[src/rtl/ex_muldiv_unit.sv]
// RV32M multiply/divide unit for the EX stage: radix-2 shift-add multiply and
// restoring divide, one bit per cycle, holding the front end via STALL meanwhile.
module ex_muldiv_unit #(
  parameter int XLEN = 32
) (
  input  logic            CLK,
  input  logic            RESET,
  input  logic            START,
  input  logic            FLUSH,
  input  logic [2:0]      FUNCT3,
  input  logic [XLEN-1:0] OP_A,
  input  logic [XLEN-1:0] OP_B,
  input  logic [4:0]      RD_IN,
  output logic [XLEN-1:0] RESULT,
  output logic [4:0]      RD_OUT,
  output logic            DONE,
  output logic            STALL
);

  localparam int CW = $clog2(XLEN);

  typedef enum logic [1:0] {IDLE, CALC, FIN} state_t;

  function automatic logic [XLEN-1:0] sign_fix(input logic [XLEN-1:0] v, input logic neg);
    logic signed [XLEN-1:0] sv;
    sv = v;
    return neg ? -sv : sv;
  endfunction

  function automatic logic [2*XLEN-1:0] sign_fix_wide(input logic [2*XLEN-1:0] v, input logic neg);
    logic signed [2*XLEN-1:0] sv;
    sv = v;
    return neg ? -sv : sv;
  endfunction

  state_t            state_q, state_d;
  logic [CW-1:0]     cnt_q, cnt_d;
  logic [2*XLEN:0]   acc_q, acc_d;
  logic [XLEN-1:0]   opnd_q, opnd_d;
  logic [2:0]        funct_q, funct_d;
  logic              neg_q, neg_d;
  logic              nega_q, nega_d;
  logic [4:0]        rd_tag_q, rd_tag_d;
  logic [XLEN-1:0]   result_q, result_d;
  logic [4:0]        rd_out_q, rd_out_d;

  logic              is_div, a_signed, b_signed, sign_a, sign_b;
  logic              div_zero, div_ovf;
  logic [XLEN-1:0]   mag_a, mag_b, special_val;
  logic [XLEN:0]     mul_sum, div_diff;
  logic [2*XLEN:0]   div_sh, acc_step;
  logic [2*XLEN-1:0] prod_fix;
  logic [XLEN-1:0]   quot_fix, rem_fix, fin_val;

  // Accept-time decode: operand magnitudes, result signs and preloaded special results
  always_comb begin
    is_div   = FUNCT3[2];
    a_signed = (FUNCT3 == 3'b001) || (FUNCT3 == 3'b010) ||
               (FUNCT3 == 3'b100) || (FUNCT3 == 3'b110);
    b_signed = (FUNCT3 == 3'b001) || (FUNCT3 == 3'b100) || (FUNCT3 == 3'b110);
    sign_a   = a_signed & OP_A[XLEN-1];
    sign_b   = b_signed & OP_B[XLEN-1];
    mag_a    = sign_fix(OP_A, sign_a);
    mag_b    = sign_fix(OP_B, sign_b);
    div_zero = is_div && (OP_B == '0);
    div_ovf  = is_div && !FUNCT3[0] && (OP_A == {1'b1, {(XLEN-1){1'b0}}}) && (OP_B == '1);
    if (div_zero) special_val = FUNCT3[1] ? OP_A : '1;
    else          special_val = FUNCT3[1] ? '0 : OP_A;
  end

  // One radix-2 step: multiply adds into the high half and shifts right;
  // divide shifts left and keeps the trial subtraction when it does not borrow.
  always_comb begin
    mul_sum  = {1'b0, acc_q[2*XLEN-1:XLEN]} + (acc_q[0] ? {1'b0, opnd_q} : '0);
    div_sh   = {acc_q[2*XLEN-1:0], 1'b0};
    div_diff = div_sh[2*XLEN:XLEN] - {1'b0, opnd_q};
    if (funct_q[2]) acc_step = div_diff[XLEN] ? div_sh : {div_diff, div_sh[XLEN-1:1], 1'b1};
    else            acc_step = {1'b0, mul_sum, acc_q[XLEN-1:1]};
  end

  // Finalise: sign-correct the last step's product/quotient/remainder and select
  always_comb begin
    prod_fix = sign_fix_wide(acc_step[2*XLEN-1:0], neg_q);
    quot_fix = sign_fix(acc_step[XLEN-1:0], neg_q);
    rem_fix  = sign_fix(acc_step[2*XLEN-1:XLEN], nega_q);
    case (funct_q)
      3'b000:                 fin_val = prod_fix[XLEN-1:0];
      3'b001, 3'b010, 3'b011: fin_val = prod_fix[2*XLEN-1:XLEN];
      3'b100, 3'b101:         fin_val = quot_fix;
      default:                fin_val = rem_fix;
    endcase
  end

  always_comb begin
    state_d  = state_q;
    cnt_d    = cnt_q;
    acc_d    = acc_q;
    opnd_d   = opnd_q;
    funct_d  = funct_q;
    neg_d    = neg_q;
    nega_d   = nega_q;
    rd_tag_d = rd_tag_q;
    result_d = result_q;
    rd_out_d = rd_out_q;
    if (FLUSH) begin
      state_d = IDLE;
    end else begin
      case (state_q)
        IDLE: begin
          if (START) begin
            funct_d  = FUNCT3;
            rd_tag_d = RD_IN;
            cnt_d    = '0;
            neg_d    = sign_a ^ sign_b;
            nega_d   = sign_a;
            acc_d    = {{(XLEN+1){1'b0}}, (is_div ? mag_a : mag_b)};
            opnd_d   = is_div ? mag_b : mag_a;
            if (div_zero || div_ovf) begin
              result_d = special_val;
              rd_out_d = RD_IN;
              state_d  = FIN;
            end else begin
              state_d  = CALC;
            end
          end
        end
        CALC: begin
          acc_d = acc_step;
          cnt_d = cnt_q + 1'b1;
          if (cnt_q == CW'(XLEN-1)) begin
            result_d = fin_val;
            rd_out_d = rd_tag_q;
            state_d  = FIN;
          end
        end
        FIN:     state_d = IDLE;
        default: state_d = IDLE;
      endcase
    end
  end

  always_ff @(posedge CLK) begin
    if (!RESET) begin
      state_q  <= IDLE;
      cnt_q    <= '0;
      acc_q    <= '0;
      opnd_q   <= '0;
      funct_q  <= '0;
      neg_q    <= 1'b0;
      nega_q   <= 1'b0;
      rd_tag_q <= '0;
      result_q <= '0;
      rd_out_q <= '0;
    end else begin
      state_q  <= state_d;
      cnt_q    <= cnt_d;
      acc_q    <= acc_d;
      opnd_q   <= opnd_d;
      funct_q  <= funct_d;
      neg_q    <= neg_d;
      nega_q   <= nega_d;
      rd_tag_q <= rd_tag_d;
      result_q <= result_d;
      rd_out_q <= rd_out_d;
    end
  end

  assign RESULT = result_q;
  assign RD_OUT = rd_out_q;
  assign DONE   = (state_q == FIN);
  assign STALL  = ((state_q == IDLE) && START && !FLUSH) || (state_q == CALC);

endmodule

[config.mk]
export PLATFORM = sky130hd
export DESIGN_NAME = ex_muldiv_unit
export DESIGN_NICKNAME = d
export VERILOG_FILES = /design/src/rtl/ex_muldiv_unit.sv
export SDC_FILE = /design/constraint.sdc
export NUM_CORES = 1
export LEC_CHECK = 0
export ABC_AREA = 1
export CORE_ASPECT_RATIO = 0.9
export CORE_MARGIN = 3
export CORE_UTILIZATION = 35
export CTS_CLUSTER_SIZE = 24
export DETAILED_ROUTE_END_ITERATION = 6
export MAX_ROUTING_LAYER = met4
export PLACE_DENSITY = 0.53
export RECOVER_POWER = 25
export REMOVE_ABC_BUFFERS = 1
export SKIP_CTS_REPAIR_TIMING = 1
export SYNTH_ARGS = -nofsm -noshare
export SYNTH_HDL_FRONTEND = slang
export SYNTH_SLANG_ARGS = --single-unit
[constraint.sdc]
create_clock -name CLK -period 8.39 [get_ports CLK]
set_clock_uncertainty 0.05 [all_clocks]
set_input_delay 1.678 -clock CLK [delete_from_list [all_inputs] [get_ports CLK]]
set_output_delay 1.678 -clock CLK [all_outputs]
set_load 0.02 [all_outputs]
==> qor.csv, run 1 <==
metric;value;unit
fin worst setup slack;1.61;ns
clk slew on worst S/H paths;0.07;ns
fmax;147;MHz
Routed met1 length;45800;um
Synth Area in Adders;5.26;%
Yosys reg bits;150;
status;complete, but fails checks;
DPL Wire Length;77500;um
row count;77;
XOR/XNOR Fraction of Synth Area;4.86;%
Synth Flop Type;dfxtp_1;
Netlist cell types;58;
final net count;3355;
CTS sink count;150;
final hold vios;0;
R2R Path End;RESULT[20];
top cells by area, synth;nand2_1 19%, dfxtp_1 17%, inv_1 8.8%;
Total GRT Usage;36.2;%
I/O Buffers;114;
compound-cell area share of the yosys netlist;20.8;%
fraction of layout instances using a drive strength above 1;5.65;%
cell taking the most area after synthesis;nand2_1;
worst endpoint data arrival time;5.06;ns
Worst VDD drop;0.160;mV
Non-Filler Instances;3892;
post-synthesis simple-gate area fraction;39.6;%
main combinational cell family by area after synthesis;simple AND/OR/NAND/NOR gates;
failing checks;max-capacitance violations, max-slew violations;
Routed WL;95900;um
Tcrit/Tclk final;80.9;%
Post-synth ARST share;0;%
PwrDens;137;nW/um2
worst setup path category;input port to primary output;
clock latency on the worst-skew pair;0.49;ns
crit path launch type;input port;
Mapped Avg Cell Area;5.57;um2
Initial DRC Count;2811;
Via Count;21900;
FF-to-FF path depth;33;
Post-Syn Area;17700;um2
WL met2;38300;um
top cell type's share of synthesized area;19.2;%
worst hold path type;flip-flop to flip-flop;
CTS tree;done;
number of synthesized flops with an enable pin;0;
DRT antenna net count;0;
unrepaired setup endpoints after global routing;false;
core box area;49500;um2
Synth-to-Final Area Change;12.8;%
Sum Neg Setup Slack;0;ns
TritonCTS buffer count;17;
CTS H-Tree Depth;4;
placed cells;3858;
register area share after synthesis;17.0;%
Met3 Routed Length;8860;um
Ys Warns;0;
Data required, critical path;6.66;ns
Worst-Margin Slew;1.92;ns
top sig layer;met4;
worst-path fanout max;30;
vias per cell;5.64;
Syn Inst Count;3170;
R2R Path Start;opnd_q[23];
Slew headroom;-27.8;%
most frequent cells in the layout;904 x nand2_1, 411 x inv_1, 312 x nor2_1;
GR Overflow Total;0;
CTS root buf;clkbuf_16;
Ports;115;
first-pass GRT wire length;138000;um
initial antenna violation count;3;
DRC Markers;0;
post-synthesis mux area share;0.113;%
maximum root-to-sink buffer count;2;
Slew Limit Fails;24;
drt pass-1 iters;6;
Tmin final;6.78;ns
crit path to;STALL;
max-cap violations;1;
commonest non-fill, non-tap cell in the layout;nand2_1;
Die ar.;53200;um2
vias in the first global route;20100;
final setup violation count;0;
GP Congestion;1.08;
largest net degree at the start of global routing;85;
Setup crit start;FLUSH;
P_leak;9.77;nW
Die Ht;219;um
DR WL/cell;24.6;um
pre-CTS setup slack;1.72;ns
Reg2Reg Setup Slack;2.81;ns
critical path endpoint category;primary output;
initial core utilization;35.7;%
worst hold slack;0.410;ns
Die X;243;um
## Yosys cell counts (all sizes together) (11+ instances only)
cell type / instances
a31oi: 20
o221ai: 18
xor2: 78
a221oi: 12
o211ai: 20
clkbuf: 92
a21oi: 278
xnor2: 20
nand3b: 15
or2: 16
nand2: 942
nand4: 31
nor2: 338
buf: 34
o21ai: 259
inv: 423
nor4: 11
ha: 71
dfxtp: 150
nand3: 234
nor3: 46
o21bai: 13
## routing by layer
layer | GRT usage, % | up-vias
li1 | - | 10300
met1 | 53.1 | 10400
met2 | 50.0 | 1078
met3 | 6.70 | 125
met4 | 10.3 | 0
met5 | - | -
## kinds of logic (layout without fill, tap and decap cells)
logic type      count (synthesis)  in the layout
compound gates                655            655
xor+xnor                       98             98
fa+ha+maj                      73             73
buf+inv                       556            605
flops                         150            150
mux                             2              2
other cells                     0              2
simple gates                 1636           1636
## state kept, by name (all words and copies together), names as in the netlist
register and count:
RESULT 32, state_q 2, cnt_q 5, funct_q 3, nega_q 1, rd_tag_q 5, RD_OUT 5, acc_q 64
opnd_q 32, neg_q 1
## how the worst min path moves through the flow
stage | from | end | slack [ns] | cells past startpoint
global placement | RESULT[28] | RESULT[28] | 0.40 | 2
CTS | RESULT[27] | RESULT[27] | 0.42 | 2
global route | acc_q[25] | acc_q[25] | 0.44 | 2
detailed placement | acc_q[24] | acc_q[24] | 0.41 | 2
floorplan | cnt_q[2] | cnt_q[2] | 0.38 | 1
finish | RESULT[27] | RESULT[27] | 0.41 | 2
## critical path, stage by stage
cell and delay, ns:
dlygate4sd3_1 0.55, nor2_1 0.05, inv_1 0.10, nor3_1 0.06, buf_4 0.28, clkinv_1 0.17, clkbuf_1 1.39, nand2_1 0.12
clkdlybuf4s50_1 0.61
## area by class of cell
class | instances | area (um2)
diodes | 2 | 5.00
clock buffers | 17 | 425
clock inverters | 15 | 191
fillers | 5638 | 29600
inverters | 430 | 1620
multi-input cells | 2464 | 12500
flip-flops and latches | 150 | 3010
well taps | 671 | 840
repair buffers | 143 | 1350
## power breakdown
part	leakage, nW	internal, W	switching [W]
Sequential	1.22	0.000741	0.0000261
Clock	0.297	0.000475	0.000381
Combinational	8.26	0.000306	0.000795
Total	9.77	0.00152	0.00120
## through the flow
stage,utilization [%],cell area [um2],total power [W]
4_1_cts,40.3,19900,0.00270
5_1_grt,40.2,19900,0.00285
3_5_place_dp,39.0,19300,0.00185
6_report,40.2,19900,0.00273
2_1_floorplan,-,17100,0.00143
3_3_place_gp,39.0,19300,0.00186
No activity file was read; power rests on OpenSTA's default activity.
==> run 2, diff against run 1 <==
Settings changed: PLACE_DENSITY 0.53 to 0.55.
Clock period 8.39 ns to 6.1 ns, I/O delays scaled along.
==> qor.csv, run 2 (same netlist as run 1, synthesis figures left out) <==
metric;value;unit;change
status;complete, but fails checks;;unchanged
failing checks;max-capacitance violations, max-slew violations;;unchanged
worst hold path type;flip-flop to flip-flop;;unchanged
max-cap violations;2;;was 1
Routed WL;93500;um;was 95900 um
CTS sink count;150;;unchanged
final setup violation count;0;;unchanged
Tcrit/Tclk final;89.5;%;
pre-CTS setup slack;0.794;ns;was 1.72 ns
Max stage delay on crit path;0.45;ns;was 1.39 ns
Die Ht;219;um;unchanged
Data required, critical path;6.35;ns;was 6.66 ns
R2R Path Start;acc_q[31];;was opnd_q[23]
core box area;49500;um2;unchanged
crit path launch type;flip-flop;;was input port
hold depth;2;;unchanged
R2R Path End;RESULT[4];;was RESULT[20]
GR Overflow Total;0;;unchanged
vias per cell;5.69;;was 5.64
Reg2Reg Setup Slack;0.64;ns;was 2.81 ns
final net count;3377;;was 3355
I/O Buffers;114;;unchanged
DR WL/cell;23.9;um;was 24.6 um
fin worst setup slack;0.638;ns;was 1.61 ns
row count;77;;unchanged
Tmin final;5.46;ns;
most frequent cells in the layout;904 x nand2_1, 411 x inv_1, 312 x nor2_1;;unchanged
final hold vios;0;;unchanged
Total GRT Usage;35.0;%;was 36.2%
Die X;243;um;unchanged
GP Congestion;1.05;;was 1.08
worst endpoint data arrival time;5.71;ns;was 5.06 ns
max reg flops;64;;unchanged
worst-path fanout max;12;;was 30
initial antenna violation count;1;;was 3
Ports;115;;unchanged
DRC Markers;0;;unchanged
Worst VDD drop;0.238;mV;was 0.160 mV
Slew Limit Fails;56;;was 24
unrepaired setup endpoints after global routing;false;;unchanged
Slew headroom;-30.4;%;was -27.8%
Die ar.;53200;um2;unchanged
Via Count;22300;;was 21.9k
DPL Wire Length;75300;um;was 77500 um
most used cell, CP;nand2_1;;
PwrDens;185;nW/um2;was 137 nW/um2
CTS root buf;clkbuf_16;;unchanged
clk slew on worst S/H paths;0.08;ns;was 0.07 ns
drt pass-1 iters;6;;unchanged
TritonCTS buffer count;17;;unchanged
CTS tree;done;;unchanged
CTS H-Tree Depth;4;;unchanged
Slowest-stage cell, CP;fa_1;;was clkbuf_1
Sum Neg Setup Slack;0;ns;unchanged
fillers;5595;;was 5638
commonest non-fill, non-tap cell in the layout;nand2_1;;unchanged
Hold Path Sink;RESULT[30];;was RESULT[27]
DRT antenna net count;0;;unchanged
P_leak;9.87;nW;was 9.77 nW
FF-to-FF path depth;35;;was 33
fraction of layout instances using a drive strength above 1;6.26;%;was 5.65%
Worst-Margin Slew;1.96;ns;was 1.92 ns
worst setup path category;flip-flop to flip-flop;;was input port to primary output
critical path endpoint category;flip-flop;;was primary output
clock latency on the worst-skew pair;0.48;ns;was 0.49 ns
vias in the first global route;20100;;about the same
post-layout total power;0.00370;W;was 0.00273 W
largest net degree at the start of global routing;75;;was 85
Hold Path Origin;RESULT[30];;was RESULT[27]
Synth-to-Final Area Change;13.5;%;was 12.8%
initial core utilization;35.7;%;unchanged
Largest Register;acc_q;;unchanged
fmax;183;MHz;
Initial DRC Count;3209;;was 2811
maximum root-to-sink buffer count;2;;unchanged
first-pass GRT wire length;136000;um;was 138000 um
-- run 2: cell type report --
cell class / instances / area, um2 / area share [%]
diodes: 2 / 5.00 / 0.0250
clock buffers: 18 / 439 / 2.19
clock inverters: 14 / 130 / 0.649
inverters: 430 / 1620 / 8.06
multi-input cells: 2464 / 12500 / 62.4
flip-flops and latches: 150 / 3010 / 15.0
well taps: 671 / 840 / 4.19
repair buffers: 165 / 1510 / 7.52
-- run 2: routing by layer --
layer / vias to the layer above / track usage (%) / wire [um]
met1: 10500 / 50.7 / 42700
met5: - / - / 0
met2: 1250 / 48.7 / 37800
li1: 10400 / - / -
met3: 153 / 7.14 / 10200
met4: 0 / 9.64 / 2720
-- run 2: worst max-delay path: cells and delay by family, from the launching register on --
kind	cells	cell delay [ns]
AO/OA/AOI/OAI	3	0.54
flip-flops	1	0.33
XOR/XNOR	1	0.10
AND/OR/NAND/NOR	24	3.01
buffers and inverters	4	0.48
adder cells (fa/ha/maj)	3	0.78
-- run 2: how the worst max path moves through the flow --
stage | cells past startpoint | slack, ns | end | startpoint
5_1_grt | 35 | 0.09 | RESULT[4] | acc_q[31]
3_5_place_dp | 35 | 0.79 | RESULT[4] | acc_q[31]
3_3_place_gp | 35 | 0.89 | RESULT[4] | acc_q[31]
2_1_floorplan | 8 | 0.09 | RESULT[1] | state_q[0]
6_report | 35 | 0.64 | RESULT[4] | acc_q[31]
4_1_cts | 35 | 0.76 | RESULT[4] | acc_q[31]
-- run 2: stage by stage --
stage               hold WS (ns)  instances  util, %  cell area, um2
detailed placement         0.407       3880     39.3           19500
global route               0.445       3913     40.5           20000
CTS                        0.419       3912     40.5           20100
floorplan                  0.385       3044        -           17100
finish                     0.420       3914     40.5           20000
global placement           0.405       3880     39.3           19500
-- run 2: where the power goes --
| part | switching (W) | leakage, nW | internal, W | total, W |
|---|---|---|---|---|
| Clock | 0.000565 | 0.282 | 0.000553 | 0.00112 |
| Combinational | 0.00110 | 8.37 | 0.000426 | 0.00153 |
| Sequential | 0.0000361 | 1.22 | 0.00102 | 0.00105 |
| Total | 0.00170 | 9.87 | 0.00200 | 0.00370 |
==> run 3, diff against run 2 <==
Settings changed: CELL_PAD_IN_SITES_DETAIL_PLACEMENT set to 1, CELL_PAD_IN_SITES_GLOBAL_PLACEMENT set to 1, PLACE_DENSITY 0.55 to 0.74.
==> qor.csv, run 3 (same netlist as run 1, synthesis figures left out) <==
metric;value;unit;change
GR peak layer;met2;;was met1
Synth-to-Final Area Change;13.5;%;about the same
M2 GR Usage;56.0;%;was 48.7%
FF-to-FF path depth;33;;was 35
Slew Limit Fails;30;;was 56
TritonCTS buffer count;17;;unchanged
worst hold path type;flip-flop to flip-flop;;unchanged
Largest Register;acc_q;;unchanged
worst-path fanout max;12;;unchanged
GR Overflow Total;0;;unchanged
unrepaired setup endpoints after global routing;false;;unchanged
DRT antenna net count;0;;unchanged
I/O Buffers;114;;unchanged
final hold vios;0;;unchanged
maximum root-to-sink buffer count;2;;unchanged
vias in the first global route;22500;;was 20.1k
most frequent cells in the layout;904 x nand2_1, 411 x inv_1, 312 x nor2_1;;unchanged
DRC Markers;0;;unchanged
final setup violation count;0;;unchanged
max reg flops;64;;unchanged
Worst VDD drop;0.217;mV;was 0.238 mV
vias per cell;5.85;;was 5.69
DR WL/cell;26.1;um;was 23.9 um
Total GRT Usage;38.6;%;was 35.0%
DPL Wire Length;83300;um;was 75300 um
first-pass GRT wire length;149000;um;was 136000 um
Via Count;22900;;was 22.3k
power share of the clock group;29.6;%;was 30.2%
Slowest-stage cell, CP;fa_1;;unchanged
most used cell, CP;nand2_1;;unchanged
Psw;0.00176;W;was 0.00170 W
CTS tree;done;;unchanged
grt met1 use;54.1;%;was 50.7%
fraction of layout instances using a drive strength above 1;6.35;%;was 6.26%
commonest non-fill, non-tap cell in the layout;nand2_1;;unchanged
critical path endpoint category;flip-flop;;unchanged
Final Cell Area;20100;um2;was 20000 um2
Routed WL;102000;um;was 93500 um
final net count;3380;;was 3377
crit path launch type;flip-flop;;unchanged
Ports;115;;unchanged
failing checks;max-capacitance violations, max-slew violations;;unchanged
P_leak;9.87;nW;about the same
worst endpoint data arrival time;5.86;ns;was 5.71 ns
clk slew on worst S/H paths;0.08;ns;about the same
GP Congestion;1.07;;was 1.05
fmax;179;MHz;was 183 MHz
row count;77;;unchanged
Tmin final;5.59;ns;was 5.46 ns
fillers;6912;;was 5595
internal power;0.00199;W;was 0.00200 W
initial antenna violation count;2;;was 1
largest net degree at the start of global routing;68;;was 75
switch share;46.9;%;was 46.0%
CTS H-Tree Depth;4;;unchanged
Tcrit/Tclk final;91.6;%;was 89.5%
PwrDens;187;nW/um2;was 185 nW/um2
status;complete, but fails checks;;unchanged
post-layout total power;0.00375;W;was 0.00370 W
core box area;49500;um2;unchanged
Flop pwr share;28.3;%;was 28.5%
Comb pwr share;42.1;%;was 41.3%
Max stage delay on crit path;0.48;ns;was 0.45 ns
max-cap violations;1;;was 2
Sum Neg Setup Slack;0;ns;unchanged
GRT met3 Usage;7.06;%;was 7.14%
Data required, critical path;6.38;ns;was 6.35 ns
drt pass-1 iters;6;;unchanged
Initial DRC Count;2679;;was 3209
Die Ht;219;um;unchanged
worst setup path category;flip-flop to flip-flop;;unchanged
CTS root buf;clkbuf_16;;unchanged
Die X;243;um;unchanged
Placement Cell Area;19500;um2;about the same
Die ar.;53200;um2;unchanged
Slew headroom;-32.0;%;was -30.4%
Worst-Margin Slew;1.98;ns;was 1.96 ns
hold depth;2;;unchanged
clock latency on the worst-skew pair;0.49;ns;was 0.48 ns
initial core utilization;35.7;%;unchanged
CTS sink count;150;;unchanged
==> run 3: cell count changes in the layout (fill, tap and decap cells not counted), sizes merged <==
cell           before  now
clkinv              9   11
clkdlybuf4s50      75   77
dlygate4sd3        38   36
inv               434  433
clkbuf             21   20
diode               2    1
buf                49   52
==> run 3: stage by stage <==
step / setup WS, ns / util [%] / cells / hold slack (ns)
5_1_grt: 0.0986 / 40.5 / 3916 / 0.429
3_5_place_dp: 0.641 / 39.4 / 3883 / 0.408
4_1_cts: 0.613 / 40.5 / 3915 / 0.418
6_report: 0.513 / 40.5 / 3916 / 0.418
2_1_floorplan: 0.0931 / - / 3044 / 0.385
3_3_place_gp: 0.816 / 39.4 / 3883 / 0.402
==> run 3: final cells by class <==
cell class | count | area [um2] | area share, %
Antenna cell | 1 | 2.50 | 0.0125
Clock buffer | 17 | 425 | 2.12
Clock inverter | 15 | 138 | 0.686
Inverter | 430 | 1620 | 8.05
Multi-Input combinational cell | 2464 | 12500 | 62.3
Sequential cell | 150 | 3010 | 15.0
Tap cell | 671 | 840 | 4.19
Timing Repair Buffer | 168 | 1530 | 7.63
==> run 3: path summary, 6_finish.rpt <==
kind / slack (ns) / start / to
worst max-delay path: 0.51 / acc_q[31] / RESULT[0]
worst min-delay path: 0.42 / acc_q[25] / acc_q[25]
worst max register to register: 0.51 / acc_q[31] / RESULT[0]
worst min register to register: 0.42 / acc_q[25] / acc_q[25]
==> run 3: critical path, delay by kind of cell, from the launching register on <==
family                   cells  cell delay (ns)
AO/OA/AOI/OAI                4             0.77
flip-flops                   1             0.33
AND/OR/NAND/NOR             22             2.95
adder cells (fa/ha/maj)      3             0.83
buffers and inverters        4             0.48
==> run 3: per-layer routing <==
layer	up-vias	routed length, um	part of all wire, %
li1	10400	-	-
met1	11300	48000	47
met2	995	42300	41
met3	166	8370	8.2
met4	0	3560	3.5
met5	-	0	0
==> run 3: power by group through the flow <==
| stage | clock network [W] | registers [W] | logic (W) |
|---|---|---|---|
| 2_1_floorplan | 0 | 0.00108 | 0.000890 |
| 3_3_place_gp | 0 | 0.00108 | 0.00150 |
| 3_5_place_dp | 0 | 0.00108 | 0.00152 |
| 4_1_cts | 0.00111 | 0.00106 | 0.00153 |
| 5_1_grt | 0.00114 | 0.00106 | 0.00169 |
| 6_report | 0.00111 | 0.00106 | 0.00158 |
